$ cat src/rtl/spi_mem_ctrl.sv
// SPI-slave (mode 0, MSB first) bridge to a synchronous-read memory: address/RW header,
// then single-frame or auto-incrementing burst reads and writes. All SCLK activity arrives as clk-domain strobes.
module spi_mem_ctrl #(
   parameter int ADDR_W = 7,
   parameter int DATA_W = 8,
   parameter int BURST  = 1
) (
   input  logic              clk,
   input  logic              rst_n,
   input  logic              cs,
   input  logic              mosi,
   input  logic              sclk_pos,
   input  logic              sclk_neg,
   output logic              miso,
   output logic              miso_oe,
   output logic [ADDR_W-1:0] mem_addr,
   output logic              mem_we,
   output logic [DATA_W-1:0] mem_wdata,
   input  logic [DATA_W-1:0] mem_rdata,
   output logic              busy
);

   localparam int CNT_MAX = (ADDR_W > DATA_W) ? ADDR_W : DATA_W;
   localparam int CNT_W   = $clog2(CNT_MAX + 1);

   localparam logic [CNT_W-1:0]  HDR_LAST = CNT_W'(ADDR_W);
   localparam logic [CNT_W-1:0]  DAT_LAST = CNT_W'(DATA_W - 1);
   localparam logic [CNT_W-1:0]  CNT_ONE  = CNT_W'(1);
   localparam logic [ADDR_W-1:0] ADDR_ONE = ADDR_W'(1);

   typedef enum logic [2:0] {
      IDLE, HDR, RD_FETCH, RD_LOAD, RD_SHIFT, WR_SHIFT, WR_COMMIT, DONE
   } state_t;

   state_t            state;
   logic [CNT_W-1:0]  bitcnt;
   logic [ADDR_W-1:0] hdr_sr;
   logic [DATA_W-1:0] tx_sr;
   logic [DATA_W-1:0] rx_sr;

   assign busy = (state != IDLE);

   always_ff @(posedge clk) begin
      if (!rst_n) begin
         state     <= IDLE;
         bitcnt    <= '0;
         hdr_sr    <= '0;
         tx_sr     <= '0;
         rx_sr     <= '0;
         miso      <= 1'b0;
         miso_oe   <= 1'b0;
         mem_addr  <= '0;
         mem_we    <= 1'b0;
         mem_wdata <= '0;
      end else begin
         mem_we <= 1'b0;
         // Deselect wins over any coincident strobe; a write strobe already out is not recalled.
         if (cs) begin
            state   <= IDLE;
            bitcnt  <= '0;
            hdr_sr  <= '0;
            tx_sr   <= '0;
            rx_sr   <= '0;
            miso_oe <= 1'b0;
         end else begin
            case (state)
               IDLE: begin
                  state  <= HDR;
                  bitcnt <= '0;
               end
               HDR: begin
                  if (sclk_pos) begin
                     if (bitcnt == HDR_LAST) begin
                        mem_addr <= hdr_sr;
                        bitcnt   <= '0;
                        state    <= mosi ? RD_FETCH : WR_SHIFT;
                     end else begin
                        hdr_sr <= {hdr_sr[ADDR_W-2:0], mosi};
                        bitcnt <= bitcnt + CNT_ONE;
                     end
                  end
               end
               RD_FETCH: state <= RD_LOAD;
               RD_LOAD: begin
                  tx_sr   <= mem_rdata;
                  miso_oe <= 1'b1;
                  state   <= RD_SHIFT;
               end
               RD_SHIFT: begin
                  if (sclk_neg) begin
                     miso  <= tx_sr[DATA_W-1];
                     tx_sr <= {tx_sr[DATA_W-2:0], 1'b0};
                  end
                  if (sclk_pos) begin
                     if (bitcnt == DAT_LAST) begin
                        bitcnt <= '0;
                        if (BURST != 0) begin
                           mem_addr <= mem_addr + ADDR_ONE;
                           state    <= RD_FETCH;
                        end else begin
                           miso_oe <= 1'b0;
                           state   <= DONE;
                        end
                     end else begin
                        bitcnt <= bitcnt + CNT_ONE;
                     end
                  end
               end
               WR_SHIFT: begin
                  if (sclk_pos) begin
                     rx_sr <= {rx_sr[DATA_W-2:0], mosi};
                     if (bitcnt == DAT_LAST) begin
                        mem_wdata <= {rx_sr[DATA_W-2:0], mosi};
                        mem_we    <= 1'b1;
                        bitcnt    <= '0;
                        state     <= WR_COMMIT;
                     end else begin
                        bitcnt <= bitcnt + CNT_ONE;
                     end
                  end
               end
               WR_COMMIT: begin
                  if (BURST != 0) begin
                     mem_addr <= mem_addr + ADDR_ONE;
                     state    <= WR_SHIFT;
                  end else begin
                     state <= DONE;
                  end
               end
               DONE: miso_oe <= 1'b0;
               default: state <= IDLE;
            endcase
         end
      end
   end

endmodule

$ cat config.mk
export PLATFORM = sky130hd
export DESIGN_NAME = spi_mem_ctrl
export DESIGN_NICKNAME = d
export VERILOG_FILES = /design/src/rtl/spi_mem_ctrl.sv
export SDC_FILE = /design/constraint.sdc
export NUM_CORES = 1
export LEC_CHECK = 0
export CAP_MARGIN = 20
export CORE_MARGIN = 2
export CORE_UTILIZATION = 25
export DETAILED_ROUTE_END_ITERATION = 12
export PLACE_DENSITY_LB_ADDON = 0.1
export SYNTH_ARGS = -nofsm -noshare
export SYNTH_HDL_FRONTEND = slang
export SYNTH_SLANG_ARGS = --single-unit
$ cat constraint.sdc
create_clock -name clk -period 1.8 [get_ports clk]
set_input_delay 0.36 -clock clk [delete_from_list [all_inputs] [get_ports clk]]
set_output_delay 0.36 -clock clk [all_outputs]
set_load 0.01 [all_outputs]
# Word level (Yosys, flattened, before mapping)
# Index checks and enable logic that the tools add are counted.
[totals] ff_bits=47 input_bits=14 elab_cells=71
[classes] addsub=2 n_eq_ne=16 n_mux=20 n_bitwise=5 reduce_logical=18
[op_table] operator="two-way mux 7 bit" n=4
[op_table] operator="two-way mux 3 bit" n=7
[op_table] operator="case mux 3 bit (7 select lines)" n=1
[op_table] operator="case mux 7 bit (3 select lines)" n=1
[op_table] operator="case mux 8 bit (2 select lines)" n=1
[op_table] operator="inequality test 2 bit (second input constant)" n=7
[op_table] operator="== test 3 bit (second input constant)" n=4
[op_table] operator="two-way mux 4 bit" n=2
[op_table] operator="two-way mux 8 bit" n=1
[op_table] operator="case mux 4 bit (2 select lines)" n=1
[op_table] operator="adder 7 x 1 -> 7 bit (second input constant)" n=1
[op_table] operator="AND reduction 7 bit" n=1
[op_table] operator="nonzero test 7 bit" n=1
[op_table] operator="== test 3 x 2 -> 1 bit (second input constant)" n=2
[op_table] operator="AND reduction 2 bit" n=3
[op_table] operator="AND reduction 3 bit" n=2
[op_table] operator="AND reduction 6 bit" n=1
[op_table] operator="nonzero test 2 bit" n=3
[op_table] operator="nonzero test 3 bit" n=2
[op_table] operator="inverter 1 bit" n=5
[op_table] operator="adder 4 x 1 -> 4 bit (second input constant)" n=1
[op_table] operator="== test 4 x 3 -> 1 bit (second input constant)" n=1
[op_table] operator="AND reduction 4 bit" n=1
[op_table] operator="OR reduction 4 bit" n=1
[op_table] operator="7 further kinds" n=7

# Logic depth before layout (Yosys ltp)
# Gate-level depths: netlist (run 1).
[logic_depth] ltp_word=4 depth_mapped=7

# Least setup slack after synthesis (run 1)
# No wires, ideal clock.
[synth_path] kind="reg2reg" startpoint="reg bitcnt[0]" endpoint="reg mem_addr[6]" setup_time_ps=115 arrival_time_ps=1581 setup_slack_ps=104 stages_incl_launch_ff=6 cell_sequence="dfxtp_1 -> ha_1 -> nand4b_1 -> a221o_1 -> o211a_1 -> a31o_1"
[synth_via] elab_chain_cells=3
[synth_lines] item="from (decl)" line_no="36" text="logic [CNT_W-1:0] bitcnt;"
[synth_lines] item="from (signal assigned)" line_no="79" text="bitcnt <= bitcnt + CNT_ONE;"
[synth_lines] item="from (signal assigned)" line_no="105" text="bitcnt <= bitcnt + CNT_ONE;"
[synth_lines] item="from (signal assigned)" line_no="118" text="bitcnt <= bitcnt + CNT_ONE;"
[synth_lines] item="== test 4 x 3 -> 1 bit *" line_no="73, 95"
[synth_lines] item="inequality test 2 bit (no line)"
[synth_lines] item="AND reduction 6 bit (no line) *"
[synth_lines] item="to (signal assigned)" line_no="74" text="mem_addr <= hdr_sr;"
[synth_lines] item="to (signal assigned)" line_no="98" text="mem_addr <= mem_addr + ADDR_ONE;"
[synth_lines] item="to (signal assigned)" line_no="124" text="mem_addr <= mem_addr + ADDR_ONE;"
[synth_lines] item="to (decl)" line_no="16" text="output logic [ADDR_W-1:0] mem_addr,"
# Mark *: on every way between the ends. The rest lies on a longest branch, timed or not.
# A chain may end at the register's enable or synchronous reset.

# Worst setup path in the final report (run 1)
[layout_path] startpoint="in sclk_pos" endpoint="reg mem_addr[6]"
[layout_via] elab_chain_cells=2
[layout_lines] item="from (decl)" line_no="12" text="input logic sclk_pos,"
[layout_lines] item="inequality test 2 bit (no line)"
[layout_lines] item="AND reduction 6 bit (no line) *"
# Marked as above.

==> results of run 1 <==
[metrics by stage]
step / cells / worst slack [ps] / hold slack, ps / area (µm²)
final: 404 / 88.6 / 463 / 2870
after floorplan: 248 / 104 / 436 / 2150
after global routing: 404 / -5.46 / 496 / 2870
after CTS: 402 / 1.31 / 467 / 2830
after detailed placement: 394 / -283 / 451 / 2740
after global placement: 394 / -286 / 453 / 2740
[worst reg2reg max path, stage by stage (launching register included)]
cell	delay, ps
dfxtp_2	370
ha_4	160
nand4b_1	220
a221o_1	480
o211a_1	220
a31o_1	170
[what timing repair did]
item | 4_1_cts | 5_1_grt
pin swaps | 1 | 5
gates resized for setup | 4 | 5
endpoints found under the setup margin | 4 | 7
buffers inserted | 0 | 2
[worst max path at each step]
stage                                 from                  endpoint  slack (ps)  depth (start not counted)
finish                            sclk_pos  mem_addr[6]$_SDFFE_PN0P_          90                          5
global route        bitcnt[1]$_SDFFE_PP0P_  mem_addr[6]$_SDFFE_PN0P_          -5                          5
CTS                 bitcnt[1]$_SDFFE_PP0P_  mem_addr[6]$_SDFFE_PN0P_           1                          5
detailed placement                sclk_pos  mem_addr[6]$_SDFFE_PN0P_        -280                          5
global placement                  sclk_pos  mem_addr[6]$_SDFFE_PN0P_        -290                          5
floorplan           bitcnt[0]$_SDFFE_PP0P_  mem_addr[6]$_SDFFE_PN0P_         100                          5
[flip-flops by register name (all words and copies together) (netlist names)]
signal and count:
miso_oe 1, miso 1, mem_addr 7, mem_wdata 8
state 3, mem_we 1, hdr_sr 7, bitcnt 4
tx_sr 8, rx_sr 7
[power by group through the flow]
stage	Combinational [µW]	Sequential (µW)	Clock, µW
after floorplan	48.4	1070	0
after global placement	116	1070	0
after detailed placement	116	1070	0
after CTS	115	1040	710
after global routing	125	1040	756
final	114	1040	680
[kinds of logic after synthesis]
group	after synthesis	synth area share, %
fa+ha+maj	2	1.16
xor+xnor	1	0.407
mux	18	8.37
flops	47	43.7
simple gates	103	23.8
buf+inv	19	4.42
compound gates	58	18.2
[layout make-up]
class | count | area, µm²
fillers | 866 | 5430
clock buffers | 5 | 68.8
well taps | 105 | 131
multi-input cells | 182 | 1130
repair buffers | 60 | 554
inverters | 2 | 8.76
flip-flops and latches | 47 | 946
clock inverters | 3 | 23.8
[placed cells by master, fill, tap and decap left out, types with 2 or more instances in the layout]
master,n
buf_12,2
clkbuf_8,5
and2_1,2
a21oi_1,16
nor3_1,5
dfxtp_1,43
clkinvlp_4,2
nor2_1,36
nand4b_1,3
clkdlybuf4s50_1,31
dfxtp_2,4
a22oi_1,2
buf_4,26
a311oi_1,7
and3_1,4
nand3b_1,4
a31oi_1,2
mux2i_1,18
nor2b_1,4
nand3_1,4
nand2_1,29
o21ai_0,16
nand2b_1,3
o21a_1,2
[routing by layer]
layer / global-route usage (%) / up-vias / share of wire [%]
li1: - / 982 / -
met2: 19.1 / 23 / 46
met1: 15.3 / 873 / 49
met5: 0 / - / 0
met3: 2.75 / 6 / 3.1
met4: 4.55 / 0 / 1.8
==> flow_metrics.tcl, run 1 <==
set metrics [dict create \
    outcome "complete, no violations" \
    first_iter_violations 50 \
    synth_top_area_share_pct 43.7 \
    syn_to_final_growth_pct 33.2 \
    core_mm2 0.00830 \
    crit_arrival_ps 1920 \
    hold_viol_final 0 \
    final_nets 314 \
    rows 33 \
    cpPeakStageDelay_ps 480 \
    fin_crit_sh_pct 95.1 \
    diodes 0 \
    synth_cell_types 47 \
    synth_top_area_cell "dfxtp_1" \
    p_seq_share_pct 56.8 \
    cp_max_fo 4 \
    synth_edf_count 0 \
    min-delay-start "rx_sr[6]$_SDFFE_PP0P_" \
    min_path_cells 2 \
    reg2reg_slack_ps 100 \
    wirelength_um 5310 \
    switchingPower_uw 457 \
    cts_tree "built" \
    first_pass_iters 4 \
    postRouteAntennaNets 0 \
    drv_slew 0 \
    internal_power_uw 1380 \
    via_count 1884 \
    cts_hold_buf 0 \
    htree_levels 2 \
    rsz0062_at_grt "yes" \
    io_pins 33 \
    synthFlopType "dfxtp_1" \
    syn_avg_cell_area_um2 8.68 \
    drcViolationCount 0 \
    synth.top_cells.by_count "47 x dfxtp_1, 36 x nor2_1, 29 x nand2_1, 18 x mux2i_1" \
    yosysMostFrequentCell "dfxtp_1" \
    crit_family "compound AO/OA/AOI/OAI gates" \
    cellLeakagePower_uw 0.00114 \
    finalSetupViolations 0 \
    cts_buffers 5 \
    fin_crit_ps 1710 \
    place_congestion 0.751 \
    cp_cell_sequence "clkdlybuf4s50_1 -> nand4b_1 -> a221o_1 -> o211a_1 -> a31o_1" \
    fp.dieW_um 96.8 \
    grt_max_degree 31 \
    wire_per_inst_um 13.1 \
    endpoint_kind "flop" \
    async_reset_ff_share_pct 0 \
    fmax_mhz 584 \
    r2r-start "bitcnt[1]$_SDFFE_PP0P_" \
    fp.dieArea_mm2 0.00937 \
    switching_share_pct 24.9 \
    path_buf_inv 1 \
    clk_latency_ps 310 \
    cts.clk_slew.worst_paths_ps 100 \
    portBuffers 32 \
    syn_inst 248 \
    viasPerCell 4.66 \
    grt_usage_pct 11.8 \
    r2r-end "mem_addr[6]$_SDFFE_PN0P_" \
    fin_skew_ps 12.0 \
    grt_remaining_overflow 0 \
    grt_pass1_wl_um 9140 \
    slowest_stage "a221o_1" \
    synthTopCellsByArea "dfxtp_1 44%, mux2i_1 8.4%, nor2_1 6.3%" \
    comb_power_share_pct 6.2 \
    layout-drive-gt1-share_pct 16.4 \
    grt_pass1_vias 1865 \
    slew-limit-headroom_pct 79.3 \
    antenna_found_initial 0 \
    clkPwrFrac_pct 37.0 \
    fp.dieH_um 96.8 \
    clockBufferDepth 2 \
    crit_path_start_kind "input pin" \
    ir_drop_mv 0.313 \
    cts_num_sinks 47 \
    drv_cap 0 \
    syn-cell-area_mm2 0.00215 \
    synthesis.nets 264 \
    finish.utilization_pct 34.6 \
    min_path_type "reg2reg" \
    tightestPinTransition_ps 310 \
    powerDensity_mw_per_mm2 640 \
    worstPathRequired_ps 2010 \
    ys_ff_latch 47 \
    cts_root_buffer "clkbuf_8" \
    hold_end "rx_sr[6]$_SDFFE_PP0P_" \
    initial_utilization_pct 25.9 \
    fin_tns_setup_ps 0 \
    path_class "in2reg" \
    ys_warn_count 0 \
    totalPowerFinal_uw 1840 \
    dp_hpwl_um 3690 \
    rr_worst_depth 5 \
    synth-seq-area-share_pct 43.7 \
]
Note: power is estimated with default switching activity, not from simulation.
==> inputs of run 2 (changes only) <==
--- a/config.mk
+++ b/config.mk
@@ -8,8 +8,10 @@
 export CAP_MARGIN = 20
 export CORE_MARGIN = 2
 export CORE_UTILIZATION = 25
+export CTS_CLUSTER_DIAMETER = 50
 export DETAILED_ROUTE_END_ITERATION = 12
 export PLACE_DENSITY_LB_ADDON = 0.1
+export SLEW_MARGIN = 40
 export SYNTH_ARGS = -nofsm -noshare
 export SYNTH_HDL_FRONTEND = slang
 export SYNTH_SLANG_ARGS = --single-unit
==> results of run 2 <==
The final DEF is identical to that of run 1; final timing and power are the same.
==> inputs of run 3 (changes only) <==
--- a/config.mk
+++ b/config.mk
@@ -10,6 +10,7 @@
 export CORE_UTILIZATION = 25
 export CTS_CLUSTER_DIAMETER = 50
 export DETAILED_ROUTE_END_ITERATION = 12
+export GPL_TIMING_DRIVEN = 1
 export PLACE_DENSITY_LB_ADDON = 0.1
 export SLEW_MARGIN = 40
 export SYNTH_ARGS = -nofsm -noshare
==> results of run 3 <==
The final DEF is identical to that of run 1; final timing and power are the same.
